--- src/rtl/mips_mem_unit.sv ---
// rtl/mips_mem_unit.sv - MIPS load/store unit bridging core requests to an Avalon-MM master
// Three-state sequencer: accept in IDLE, run one Avalon transfer in BUS, strobe the response in RESP.
module mips_mem_unit #(
    parameter int unsigned TIMEOUT_CYCLES = 64,
    parameter bit          ALIGN_CHECK    = 1'b1
) (
    input  logic        clk,
    input  logic        reset,
    input  logic        req_valid,
    output logic        req_ready,
    input  logic        req_write,
    input  logic [1:0]  req_size,
    input  logic        req_signed,
    input  logic [31:0] req_addr,
    input  logic [31:0] req_wdata,
    output logic        resp_valid,
    output logic [31:0] resp_rdata,
    output logic        resp_error,
    output logic [31:0] address,
    output logic        read,
    output logic        write,
    input  logic        waitrequest,
    output logic [31:0] writedata,
    output logic [3:0]  byteenable,
    input  logic [31:0] readdata
);

    typedef enum logic [1:0] {S_IDLE, S_BUS, S_RESP} state_t;

    localparam logic [16:0] TO_LIMIT  = 17'(TIMEOUT_CYCLES);
    localparam bit          TO_ENABLE = (TIMEOUT_CYCLES != 0);

    state_t      state_q, state_d;
    logic        lat_write;
    logic [1:0]  lat_size;
    logic        lat_signed;
    logic [31:0] lat_addr;
    logic [31:0] lat_wdata;
    logic [15:0] wait_cnt;
    logic [31:0] rdata_q;
    logic        err_q;

    logic        req_err;
    logic        timeout_hit;
    logic        in_bus;
    logic [3:0]  lane_be;
    logic [31:0] lane_wd;
    logic [31:0] shifted;
    logic [31:0] load_ext;

    assign req_err = (req_size == 2'b11) ||
                     (ALIGN_CHECK && (((req_size == 2'b01) && req_addr[0]) ||
                                      ((req_size == 2'b10) && (req_addr[1:0] != 2'b00))));

    // Fires on the stalled cycle that brings the count up to the limit.
    assign timeout_hit = TO_ENABLE && waitrequest && (({1'b0, wait_cnt} + 17'd1) == TO_LIMIT);

    always_comb begin
        lane_be = 4'b1111;
        lane_wd = lat_wdata;
        case (lat_size)
            2'b00: begin
                lane_be = 4'b0001 << lat_addr[1:0];
                lane_wd = {4{lat_wdata[7:0]}};
            end
            2'b01: begin
                lane_be = lat_addr[1] ? 4'b1100 : 4'b0011;
                lane_wd = {2{lat_wdata[15:0]}};
            end
            default: begin
                lane_be = 4'b1111;
                lane_wd = lat_wdata;
            end
        endcase
    end

    always_comb begin
        shifted  = 32'd0;
        load_ext = readdata;
        case (lat_size)
            2'b00: begin
                shifted  = readdata >> {lat_addr[1:0], 3'b000};
                load_ext = {{24{lat_signed & shifted[7]}}, shifted[7:0]};
            end
            2'b01: begin
                shifted  = readdata >> {lat_addr[1], 4'b0000};
                load_ext = {{16{lat_signed & shifted[15]}}, shifted[15:0]};
            end
            default: begin
                shifted  = readdata;
                load_ext = readdata;
            end
        endcase
    end

    always_comb begin
        state_d = state_q;
        case (state_q)
            S_IDLE: if (req_valid) state_d = req_err ? S_RESP : S_BUS;
            S_BUS:  if (!waitrequest || timeout_hit) state_d = S_RESP;
            S_RESP: state_d = S_IDLE;
            default: state_d = S_IDLE;
        endcase
    end

    always_ff @(posedge clk or negedge reset) begin
        if (!reset) begin
            state_q    <= S_IDLE;
            lat_write  <= 1'b0;
            lat_size   <= 2'b00;
            lat_signed <= 1'b0;
            lat_addr   <= 32'd0;
            lat_wdata  <= 32'd0;
            wait_cnt   <= 16'd0;
            rdata_q    <= 32'd0;
            err_q      <= 1'b0;
        end else begin
            state_q <= state_d;
            case (state_q)
                S_IDLE: begin
                    if (req_valid) begin
                        lat_write  <= req_write;
                        lat_size   <= req_size;
                        lat_signed <= req_signed;
                        lat_addr   <= req_addr;
                        lat_wdata  <= req_wdata;
                        wait_cnt   <= 16'd0;
                        rdata_q    <= 32'd0;
                        err_q      <= req_err;
                    end
                end
                S_BUS: begin
                    if (!waitrequest) begin
                        rdata_q <= lat_write ? 32'd0 : load_ext;
                    end else begin
                        wait_cnt <= wait_cnt + 16'd1;
                        if (timeout_hit) err_q <= 1'b1;
                    end
                end
                default: ;
            endcase
        end
    end

    assign in_bus     = (state_q == S_BUS);
    assign req_ready  = (state_q == S_IDLE);
    assign read       = in_bus && !lat_write;
    assign write      = in_bus && lat_write;
    assign address    = in_bus ? {lat_addr[31:2], 2'b00} : 32'd0;
    assign byteenable = in_bus ? lane_be : 4'd0;
    assign writedata  = (in_bus && lat_write) ? lane_wd : 32'd0;
    assign resp_valid = (state_q == S_RESP);
    assign resp_rdata = resp_valid ? rdata_q : 32'd0;
    assign resp_error = resp_valid && err_q;

endmodule

--- config.mk ---
export PLATFORM = sky130hd
export DESIGN_NAME = mips_mem_unit
export DESIGN_NICKNAME = d
export VERILOG_FILES = /design/src/rtl/mips_mem_unit.sv
export SDC_FILE = /design/constraint.sdc
export NUM_CORES = 1
export LEC_CHECK = 0
export ABC_AREA = 1
export CORE_ASPECT_RATIO = 0.5
export CORE_MARGIN = 5
export CORE_UTILIZATION = 45
export DETAILED_ROUTE_END_ITERATION = 6
export GPL_ROUTABILITY_DRIVEN = 0
export PLACE_DENSITY = 0.78
export REMOVE_ABC_BUFFERS = 1
export SETUP_SLACK_MARGIN = 0.3
export SLEW_MARGIN = 15
export SYNTH_ARGS = -nofsm -noshare
export SYNTH_HDL_FRONTEND = slang
export SYNTH_SLANG_ARGS = --single-unit
export TNS_END_PERCENT = 20
--- constraint.sdc ---
create_clock -name clk -period 4.44 [get_ports clk]
set_clock_uncertainty 0.2 [all_clocks]
set_input_delay 0.888 -clock clk [delete_from_list [all_inputs] [get_ports clk]]
set_output_delay 0.888 -clock clk [all_outputs]
set_load 0.02 [all_outputs]
-- Word level (Yosys, flattened, before mapping)
Cells that the tools add are included.
- bits in writable memories: 0
- output and inout bits: 105
- bits in read-only memories: 0
- latch bits: 0
- memories kept: 0
- register bits after elaboration: 119
- div/mod/pow operators: 0
- shift-type cells: 3
- eq/ne operators: 12
- $lt $le $gt $ge: 0
- $mul: 0
- multiplexer cells: 23
- add/sub/neg operators: 2
- bitwise logic cells: 2
- reductions and logical operators: 20
- operators with widths (operator ; count):
    $mux W32 ; 6
    $pmux W32 S2 ; 3
    $mux W16 ; 2
    $pmux W16 S2 ; 1
    $shr A32 B5 Y16 ; 1
    $shr A32 B5 Y8 ; 1
    $add A16 B1 Y17 const B ; 1
    $eq A17 B7 Y1 const B ; 1
    $add A16 B1 Y16 const B ; 1
    $mux W4 ; 2
    $ne A2 B2 Y1 const B ; 4
    $pmux W4 S2 ; 1
    $eq A2 B1 Y1 const B ; 3
    $eq A2 B2 Y1 const B ; 3
    $logic_and A1 B1 Y1 ; 6
    $mux W2 ; 3
    $reduce_and A3 Y1 ; 2
    $logic_not A2 Y1 ; 2
    $pmux W2 S2 ; 1
    $reduce_and A2 Y1 ; 2
    $reduce_and A4 Y1 ; 1
    $reduce_bool A2 Y1 ; 2
    $shl A1 B2 Y4 const A ; 1
    $logic_or A1 B1 Y1 ; 3
    5 further kinds ; 9

-- Longest topological paths before layout
Gate-level depths: netlist of the first run.
- word-level depth: 7
- mapped depth: 15

-- Worst setup path after synthesis of the first run
Ideal clock, no wire load.
- path type: flip-flop to output port
- start point: reg state_q[1]
- end point: out writedata[22]
- path slack: 1.697 ns
- cell stages (with the launch flop): 7
- arrival time: 1.655 ns
- cells stage by stage: dfrtp_1 nor2_4 inv_2 nor2_2 inv_2 buf_2 a21oi_1
- cells in the longest elaborated chain, start to end: 3
- ends and longest elaborated chain (item ; RTL line ; text):
    start, declared ; 33 ; state_t state_q, state_d;
    start signal, assigned ; 118 ; state_q <= state_d;
    $eq A2 B1 Y1 ; 145 ; assign in_bus = (state_q == S_BUS);
    $logic_and A1 B1 Y1 ; -- ;
    named net write ; 21 ; output logic write,
    $mux W32 ; 151 ; assign writedata = (in_bus && lat_write) ? lane_wd : 32'd0;
    end, declared ; 23 ; output logic [31:0] writedata,
The timed path passes the listed nets, and every way through them passes these cells.

-- Worst setup path after layout of the first run
- start point: reg state_q[0]
- end point: out writedata[15]
- cells in the longest elaborated chain, start to end: 3
- ends and longest elaborated chain (item ; RTL line):
    $eq A2 B1 Y1 ; 145
    $logic_and A1 B1 Y1 ; 151
    $mux W32 ; 151
Every way passes these cells.

==> results of run 1 <==
==> layout by cell type, fill, tap and decap left out, drive strengths merged <==
master	instances
nor3	3
o211ai	10
clkinvlp	3
inv	120
nand4	8
o221ai	2
o22ai	34
xor2	1
clkdlybuf4s50	205
a21oi	27
a21boi	1
dfrtp	119
o31ai	1
buf	9
clkbuf	20
a31oi	3
nor2	153
bufinv	5
nand3	13
conb	2
o21ai	98
ha	1
a22oi	3
nand2	235
a221oi	3
clkinv	6
==> cell families after synthesis <==
family                     Yosys count  share of synthesized area
other                                1                  0.0005833
xor gates and xnor gates             1                   0.001363
DFF                                119                     0.4632
and+or+nand+nor                    412                     0.2624
adders and majority gates            1                   0.001946
AOI/OAI and AO/OA                  182                     0.1691
buffers and inverters              165                     0.1014
==> path summary, 6_finish.rpt <==
kind	endpoint	depth (start not counted)	slack, ns
worst max-delay path	writedata[15]	7	0.47
worst min-delay path	err_q$_DFFE_PN0P_	2	0.27
worst max register to register	rdata_q[20]$_DFFE_PN0P_	9	1.54
worst min register to register	err_q$_DFFE_PN0P_	2	0.27
max in group asynchronous	lat_signed$_DFFE_PN0P_	2	2.83
min in group asynchronous	lat_addr[11]$_DFFE_PN0P_	1	0.42
==> flip-flops by register name (all words and copies together) (netlist names) <==
signal	cells
lat_wdata	32
lat_addr	32
lat_size	2
lat_write	1
wait_cnt	16
lat_signed	1
err_q	1
state_q	2
rdata_q	32
==> metrics by stage <==
stage / setup slack [ns] / power, mW / hold WS, ns
CTS: 0.5330 / 4.445 / 0.2730
global placement: 1.062 / 2.867 / 0.2580
finish: 0.4650 / 4.435 / 0.2706
floorplan: 1.477 / 2.311 / 0.2412
detailed placement: 0.9541 / 2.912 / 0.2601
global route: 0.3163 / 4.701 / 0.2863
==> worst min-delay path, cell delays in order (launching register included) <==
cell and delay [ns]:
dfrtp_1 0.34, nand2_1 0.05, nand2_1 0.04
==> report_power, final <==
part	switching, mW	internal, mW	total, mW
clock	0.501	1.01	1.51
sequential	0.171	1.35	1.52
combinational	0.892	0.514	1.41
==> metal layers <==
metal  up-vias  share of wire  track usage
li1       3176              -            -
met1      3097           0.42       0.3155
met2       291           0.48       0.3939
met3        46          0.075      0.06080
met4         0          0.024      0.09445
met5         -              0            0
==> layout make-up <==
class / count / area share
well taps: 192 / 0.02590
inverters: 122 / 0.04991
multi-input cells: 598 / 0.3022
repair buffers: 214 / 0.2312
clock buffers: 20 / 0.04816
flip-flops and latches: 119 / 0.3211
clock inverters: 12 / 0.02158
==> results.py, run 1 <==
metrics = {
    "detailed_routing": {
        "dr.pass1.iters": 6,
        "wl_mm": 20.69,
        "wire_per_inst_um": 16.20,
        "via_per_inst": 5.176,
        "drc": 0,
        "ant_nets": 0,
        "drt_iter0_drc": 733,
        "vias": 6610,
    },
    "critical_path": {
        "cp_common_cell": "inv_2",
        "critPathBufInv": 4,
        "crit_type": "register to primary output",
        "critPathRequiredTime_ns": 3.35,
        "crit_path_top_delay_cell": "clkdlybuf4s50_1",
        "startpoint": "state_q[0]$_DFFE_PN0P_",
        "r2r-start": "lat_size[1]$_DFFE_PN0P_",
        "end_kind": "primary output",
        "cp_cell_sequence": "inv_2 -> nor2_4 -> inv_2 -> nor2_2 -> inv_2 -> nor3_1 -> clkdlybuf4s50_1",
        "arrival_ns": 2.89,
        "startpoint_type": "register",
        "cpPeakStageDelay_ns": 0.64,
        "cp_max_fo": 35,
        "path_delay_family": "buffers and inverters",
    },
    "cts": {
        "cts_resized": 0,
        "cts_sinks": 119,
        "cts_root_buffer": "clkbuf_16",
        "clock_latency_ns": 0.41,
        "clk_path_buf_depth": 2,
        "cts_made_buffers": 17,
        "cts_setup_buffers": 0,
        "cts_hold_buf": 0,
        "tritoncts": "yes",
        "htree_num_levels": 4,
        "clk_pin_slew_ns": 0.05,
    },
    "cells_and_area": {
        "post-route-cell-area_sq_um": 9275,
        "fin_cells": 1277,
        "regArea_sq_um": 2978,
        "utilization": 0.6733,
        "drive_gt1_frac": 0.07742,
        "fin_nets": 1177,
        "insertedDiodeCount": 0,
        "multi_input_area_sq_um": 2803,
        "area_growth_pct": 44.28,
        "n_fill_cell": 1117,
    },
    "die": {
        "io_pins": 209,
        "num_rows": 30,
        "die_h_um": 94.52,
        "die_w_um": 179.0,
        "coreArea_sq_um": 13780,
        "dieArea_sq_um": 16920,
        "initial_core_util": 0.4667,
    },
    "timing": {
        "final.setup.tns_ns": 0,
        "hold_violations": 0,
        "fin_crit_ns": 3.975,
        "grt_setup_unrepaired": "false",
        "finalSetupViolCount": 0,
        "period_share": 0.8953,
        "tightestPinTransition_ns": 0.9691,
        "fmax_ghz": 0.2516,
        "slew_viol_final": 0,
        "relSlewSlack": 0.3533,
    },
    "placed_design": {
        "place_area_sq_um": 8628,
        "place_hpwl_mm": 14.67,
        "place_inst": 1245,
        "io_buffers": 206,
    },
    "logic_synthesis": {
        "synth_cell_types": 36,
        "ys_ff_latch": 119,
        "synthArstFlopShare": 1.000,
        "netlist_top_cells_count": "nand2_1 (227), nor2_1 (139), dfrtp_1 (119)",
        "synth-edff-count": 0,
        "postSynthAreaPerCell_sq_um": 7.297,
        "ys_seq_area_frac": 0.4632,
        "syn_area_sq_um": 6429,
        "synthFlopType": "dfrtp_1",
        "synth.area.top_cells": "dfrtp_1 (46%), nand2_1 (13%), nor2_1 (8.1%), o21ai_0 (7.3%), inv_1 (6.5%)",
        "syn_inst": 881,
        "yosysMostFrequentCell": "nand2_1",
        "synth_top_cell_area_share": 0.4632,
        "yosysWarnings": 0,
        "synth_top_area_cell": "dfrtp_1",
    },
    "global_routing": {
        "grt.total_usage": 0.2427,
        "antenna_found_initial": 0,
        "grt_pass1_wl_mm": 32.71,
        "overflow": 0,
        "grt_max_degree": 74,
        "grt_pass1_vias": 6512,
    },
    "flow_run": {
        "drv_cap": 0,
    },
    "hold_path": {
        "min_path_type": "register to register",
        "min_from": "err_q$_DFFE_PN0P_",
    },
    "power": {
        "power_leakage_nw": 4.107,
        "p_per_area_nw_per_um2": 478.1,
        "peakVddDrop_v": 0.0002871,
    },
    "outcome": {
        "status": "completed",
    },
}
Power figures use the tool's default switching activity.
==> inputs of run 2 (changes only) <==
CAP_MARGIN = 20   (was not set)
CORE_ASPECT_RATIO = 2   (was 0.5)
==> run 2 against run 1 <==
Effect of this change:
- critical path type unchanged
- critical endpoint is now writedata[31]
- sequential share of layout area is 0.082 points lower
- cell count stayed put
- sequential power hardly changed
- critical path depth stayed put
- total power is 0.56% lower
- clock power hardly changed
- routed wire length is 0.78% lower
- die area stayed put
- combinational power hardly changed
- sequential cell count stayed put
- clock-buffer cell count is 1 lower
==> results.py, run 2 (same netlist as run 1, synthesis figures left out) <==
metrics = {
    "power": {
        "seqPwrFrac": 0.343,
        "internal_power_mw": 2.842,
        "netSwitchingPower_mw": 1.568,
        "clkPwrFrac": 0.343,
        "p_sw_frac": 0.3555,
        "peakVddDrop_v": 0.0003597,
        "power_leakage_nw": 4.116,
        "power_frac_comb": 0.314,
        "p_per_area_nw_per_um2": 474.1,
    },
    "cts": {
        "clock_latency_ns": 0.41,
        "tritoncts": "yes",
        "htree_num_levels": 4,
        "clk_path_buf_depth": 2,
        "clk_pin_slew_ns": 0.06,
        "cts_sinks": 119,
        "cts_made_buffers": 17,
        "cts_setup_buffers": 0,
        "cts_root_buffer": "clkbuf_16",
    },
    "detailed_routing": {
        "drc": 0,
        "via_per_inst": 5.141,
        "drt_iter0_drc": 341,
        "vias": 6565,
        "drt-met1-wl_mm": 7.200,
        "ant_nets": 0,
        "route.met3.wl_mm": 1.210,
        "wl_mm": 20.53,
        "dr.pass1.iters": 5,
        "met2_length_mm": 11.19,
        "wire_per_inst_um": 16.08,
        "routed.top_layer": "met4",
    },
    "critical_path": {
        "reg2reg_slack_ns": 1.49,
        "startpoint_type": "register",
        "r2r_end": "rdata_q[18]$_DFFE_PN0P_",
        "startpoint": "state_q[0]$_DFFE_PN0P_",
        "end_kind": "primary output",
        "crit_type": "register to primary output",
        "r2r-start": "lat_size[1]$_DFFE_PN0P_",
        "critPathRequiredTime_ns": 3.35,
        "r2r_cells": 9,
        "cp_max_fo": 35,
        "arrival_ns": 2.86,
        "crit_end": "writedata[31]",
    },
    "global_routing": {
        "antenna_found_initial": 1,
        "overflow": 0,
        "grt_pass1_vias": 6610,
        "grt_max_degree": 80,
        "grt.total_usage": 0.2444,
        "grt_pass1_wl_mm": 32.31,
    },
    "cells_and_area": {
        "area_growth_pct": 44.71,
        "mostFrequentLayoutCell": "nand2_1",
        "n_fill_cell": 1188,
        "drive_gt1_frac": 0.08188,
        "fin_nets": 1179,
        "final_cell_mix": "nand2_1 (227), clkdlybuf4s50_1 (205), nor2_1 (139)",
        "reg_top3": "lat_addr x32, lat_wdata x32, rdata_q x32",
    },
    "die": {
        "die_h_um": 179.0,
        "dieArea_sq_um": 16920,
        "coreArea_sq_um": 13970,
        "io_pins": 209,
        "num_rows": 61,
        "initial_core_util": 0.4603,
        "die_w_um": 94.52,
    },
    "timing": {
        "final.setup.tns_ns": 0,
        "finalSetupViolCount": 0,
        "holdWs_ns": 0.2665,
        "period_share": 0.8892,
        "fin_crit_ns": 3.948,
        "fmax_ghz": 0.2533,
        "grt_setup_unrepaired": "false",
        "slew_viol_final": 0,
        "hold_violations": 0,
        "tightestPinTransition_ns": 0.6747,
        "relSlewSlack": 0.5495,
    },
    "outcome": {
        "status": "completed",
    },
    "flow_run": {
        "drv_cap": 0,
    },
    "placed_design": {
        "place_hpwl_mm": 15.03,
        "io_buffers": 206,
    },
    "hold_path": {
        "min_path_type": "input port to asynchronous set/reset pin",
    },
}
[run 2: cell count changes in the layout (fill, tap and decap cells not counted)]
| cell | before | now |
|---|---|---|
| bufinv_16 | 5 | 4 |
| dfrtp_1 | 119 | 118 |
| clkinv_2 | 2 | 0 |
| clkbuf_1 | 2 | 0 |
| inv_6 | 0 | 3 |
| diode_2 | 0 | 1 |
| clkbuf_8 | 1 | 2 |
| buf_4 | 7 | 8 |
| dfrtp_2 | 0 | 1 |
| clkinvlp_4 | 3 | 4 |
| buf_12 | 2 | 3 |
[run 2: cell type report]
| class | instances | area (sq um) | share of cell area |
|---|---|---|---|
| sequential | 119 | 2979 | 0.3202 |
| multi-input combinational | 598 | 2803 | 0.3013 |
| timing repair buffer | 216 | 2172 | 0.2335 |
| inverter | 122 | 462.9 | 0.04976 |
| clock buffer | 19 | 452.9 | 0.04869 |
| tap | 189 | 236.5 | 0.02542 |
| clock inverter | 13 | 193.9 | 0.02085 |
| antenna | 1 | 2.502 | 0.0002690 |
[run 2: metal layers]
layer / global-route usage / vias up
met2: 0.4392 / 245
li1: - / 3170
met1: 0.2600 / 3090
met4: 0.1373 / 0
met5: 0 / -
met3: 0.05124 / 60
[run 2: how the worst min path moves through the flow]
| stage | slack [ns] | cells after the start | endpoint |
|---|---|---|---|
| CTS | 0.27 | 2 | err_q$_DFFE_PN0P_ |
| finish | 0.27 | 1 | lat_addr[18]$_DFFE_PN0P_ |
| global route | 0.31 | 1 | lat_addr[18]$_DFFE_PN0P_ |
| global placement | 0.25 | 2 | err_q$_DFFE_PN0P_ |
| floorplan | 0.24 | 2 | err_q$_DFFE_PN0P_ |
| detailed placement | 0.26 | 2 | err_q$_DFFE_PN0P_ |
[run 2: what timing repair did]
item                       4_1_cts  5_1_grt
gates resized for setup          0        1
setup endpoints to repair        0        2
hold buffers                     0        0
[run 2: power by group through the flow]
stage	Sequential, mW	Clock, mW	Combinational [mW]
6_report	1.51	1.51	1.39
5_1_grt	1.54	1.58	1.54
4_1_cts	1.51	1.52	1.39
3_5_place_dp	1.52	0	1.38
3_3_place_gp	1.51	0	1.36
2_1_floorplan	1.49	0	0.824
[run 2: through the flow]
step           instances    util  setup slack (ns)  power [mW]  cell area (sq um)
2_1_floorplan        839       -             1.477       2.311               6243
3_3_place_gp        1243  0.6180            0.9734       2.874               8632
3_5_place_dp        1243  0.6180            0.9237       2.905               8632
4_1_cts             1275  0.6643            0.4464       4.421               9279
5_1_grt             1277  0.6660            0.3336       4.663               9303
6_report            1277  0.6660            0.4919       4.410               9303
[run 2: worst max-delay path, stage by stage (launching register included)]
cell and delay [ns]:
dfrtp_1 0.40, inv_2 0.07, nor2_4 0.14, inv_2 0.28
nor2_2 0.43, inv_2 0.24, nor3_1 0.25, clkdlybuf4s50_1 0.64
==> inputs of run 3 (changes only) <==
clock period = 4.34 ns   (was 4.44 ns; I/O delays follow)
==> run 3 against run 2 <==
Effect of this change:
- die area stayed put
- total power is 1.3% higher
- sequential cell count stayed put
- routed wire length is 0.65% higher
- combinational power hardly changed
- sequential power is 3% higher
- core utilization is 0.22 points lower
- largest cell class unchanged
- largest power group unchanged
- highest routed layer unchanged
==> results.py, run 3 (same netlist as run 1, synthesis figures left out) <==
metrics = {
    "cts": {
        "htree_num_levels": 4,
        "clk_pin_slew_ns": 0.05,
        "cts_sinks": 119,
        "tritoncts": "yes",
        "cts_setup_buffers": 0,
        "cts_hold_buf": 0,
        "cts_resized": 0,
        "cts_made_buffers": 17,
        "clock_latency_ns": 0.41,
        "cts_root_buffer": "clkbuf_16",
        "clk_path_buf_depth": 2,
    },
    "cells_and_area": {
        "reg_top3": "lat_addr x32, lat_wdata x32, rdata_q x32",
        "insertedDiodeCount": 0,
        "mostFrequentLayoutCell": "nand2_1",
        "fin_nets": 1179,
        "final_cell_mix": "nand2_1 (227), clkdlybuf4s50_1 (205), nor2_1 (139)",
        "n_fill_cell": 1170,
        "drive_gt1_frac": 0.08096,
        "utilization": 0.6638,
        "area_growth_pct": 44.22,
    },
    "timing": {
        "finalSetupViolCount": 0,
        "hold_violations": 0,
        "fmax_ghz": 0.2616,
        "tightestPinTransition_ns": 0.8254,
        "relSlewSlack": 0.4497,
        "period_share": 0.8809,
        "fin_crit_ns": 3.823,
        "slew_viol_final": 0,
        "grt_setup_unrepaired": "false",
        "final.setup.tns_ns": 0,
        "setup_ws_ns": 0.5168,
    },
    "critical_path": {
        "crit_type": "register to primary output",
        "critPathRequiredTime_ns": 3.27,
        "arrival_ns": 2.76,
        "cp_max_fo": 28,
        "startpoint_type": "register",
        "end_kind": "primary output",
    },
    "power": {
        "peakVddDrop_v": 0.0003333,
        "power_leakage_nw": 4.109,
        "p_per_area_nw_per_um2": 481.8,
        "power_mw": 4.467,
    },
    "die": {
        "coreArea_sq_um": 13970,
        "dieArea_sq_um": 16920,
        "die_h_um": 179.0,
        "initial_core_util": 0.4603,
        "io_pins": 209,
        "num_rows": 61,
        "die_w_um": 94.52,
    },
    "placed_design": {
        "io_buffers": 206,
        "place_ws_ns": 0.9541,
        "place_hpwl_mm": 15.08,
    },
    "global_routing": {
        "grt_pass1_wl_mm": 33.06,
        "overflow": 0,
        "grt.total_usage": 0.2511,
        "antenna_found_initial": 0,
        "grt_pass1_vias": 6882,
        "grt_max_degree": 73,
    },
    "hold_path": {
        "min_path_type": "register to register",
    },
    "detailed_routing": {
        "dr.pass1.iters": 6,
        "drc": 0,
        "wire_per_inst_um": 16.19,
        "ant_nets": 0,
        "via_per_inst": 5.168,
        "drt_iter0_drc": 409,
        "vias": 6595,
        "wl_mm": 20.66,
    },
    "flow_run": {
        "drv_cap": 0,
    },
    "outcome": {
        "status": "completed",
    },
}
run 3: layer usage:
metal	part of all wire	vias to the layer above	track usage
li1	-	3161	-
met4	0.049	0	0.1343
met1	0.34	3072	0.2555
met5	0	-	0
met2	0.55	288	0.4644
met3	0.062	74	0.05628
run 3: critical path: stages (launching register included):
cell	delay (ns)
dfrtp_1	0.63
inv_2	0.34
nand2_2	0.36
o22ai_1	0.17
nor3_1	0.21
clkdlybuf4s50_1	0.65
run 3: area by class of cell:
| cell class | instances | area, sq um | area share |
|---|---|---|---|
| sequential | 119 | 2978 | 0.3212 |
| clock buffer | 20 | 466.7 | 0.05034 |
| tap | 189 | 236.5 | 0.02551 |
| timing repair buffer | 216 | 2160 | 0.2329 |
| inverter | 122 | 462.9 | 0.04993 |
| multi-input combinational | 598 | 2803 | 0.3023 |
| clock inverter | 12 | 165.2 | 0.01781 |
run 3: where the power goes:
part	switching (mW)	total [mW]	internal [mW]
clock	0.539	1.50	0.957
sequential	0.170	1.55	1.38
combinational	0.892	1.42	0.531
total	1.60	4.47	2.87
run 3: per-stage QoR:
stage | hold WS [ns] | area, sq um | std cells
2_1_floorplan | 0.2412 | 6243 | 839
3_3_place_gp | 0.2543 | 8640 | 1244
3_5_place_dp | 0.2578 | 8640 | 1244
4_1_cts | 0.2718 | 9271 | 1276
5_1_grt | 0.2977 | 9271 | 1276
6_report | 0.2736 | 9271 | 1276
run 3: worst paths after layout:
| path | from | end | slack, ns | cells after the start |
|---|---|---|---|---|
| setup / recovery | lat_size[1]$_DFFE_PN0P_ | writedata[31] | 0.52 | 5 |
| hold / removal | err_q$_DFFE_PN0P_ | err_q$_DFFE_PN0P_ | 0.27 | 2 |
| setup reg to reg | lat_size[1]$_DFFE_PN0P_ | rdata_q[17]$_DFFE_PN0P_ | 1.46 | 9 |
| hold reg to reg | err_q$_DFFE_PN0P_ | err_q$_DFFE_PN0P_ | 0.27 | 2 |
| max in group asynchronous | reset | lat_wdata[30]$_DFFE_PN0P_ | 2.78 | 2 |
| min in group asynchronous | reset | lat_addr[9]$_DFFE_PN0P_ | 0.36 | 1 |
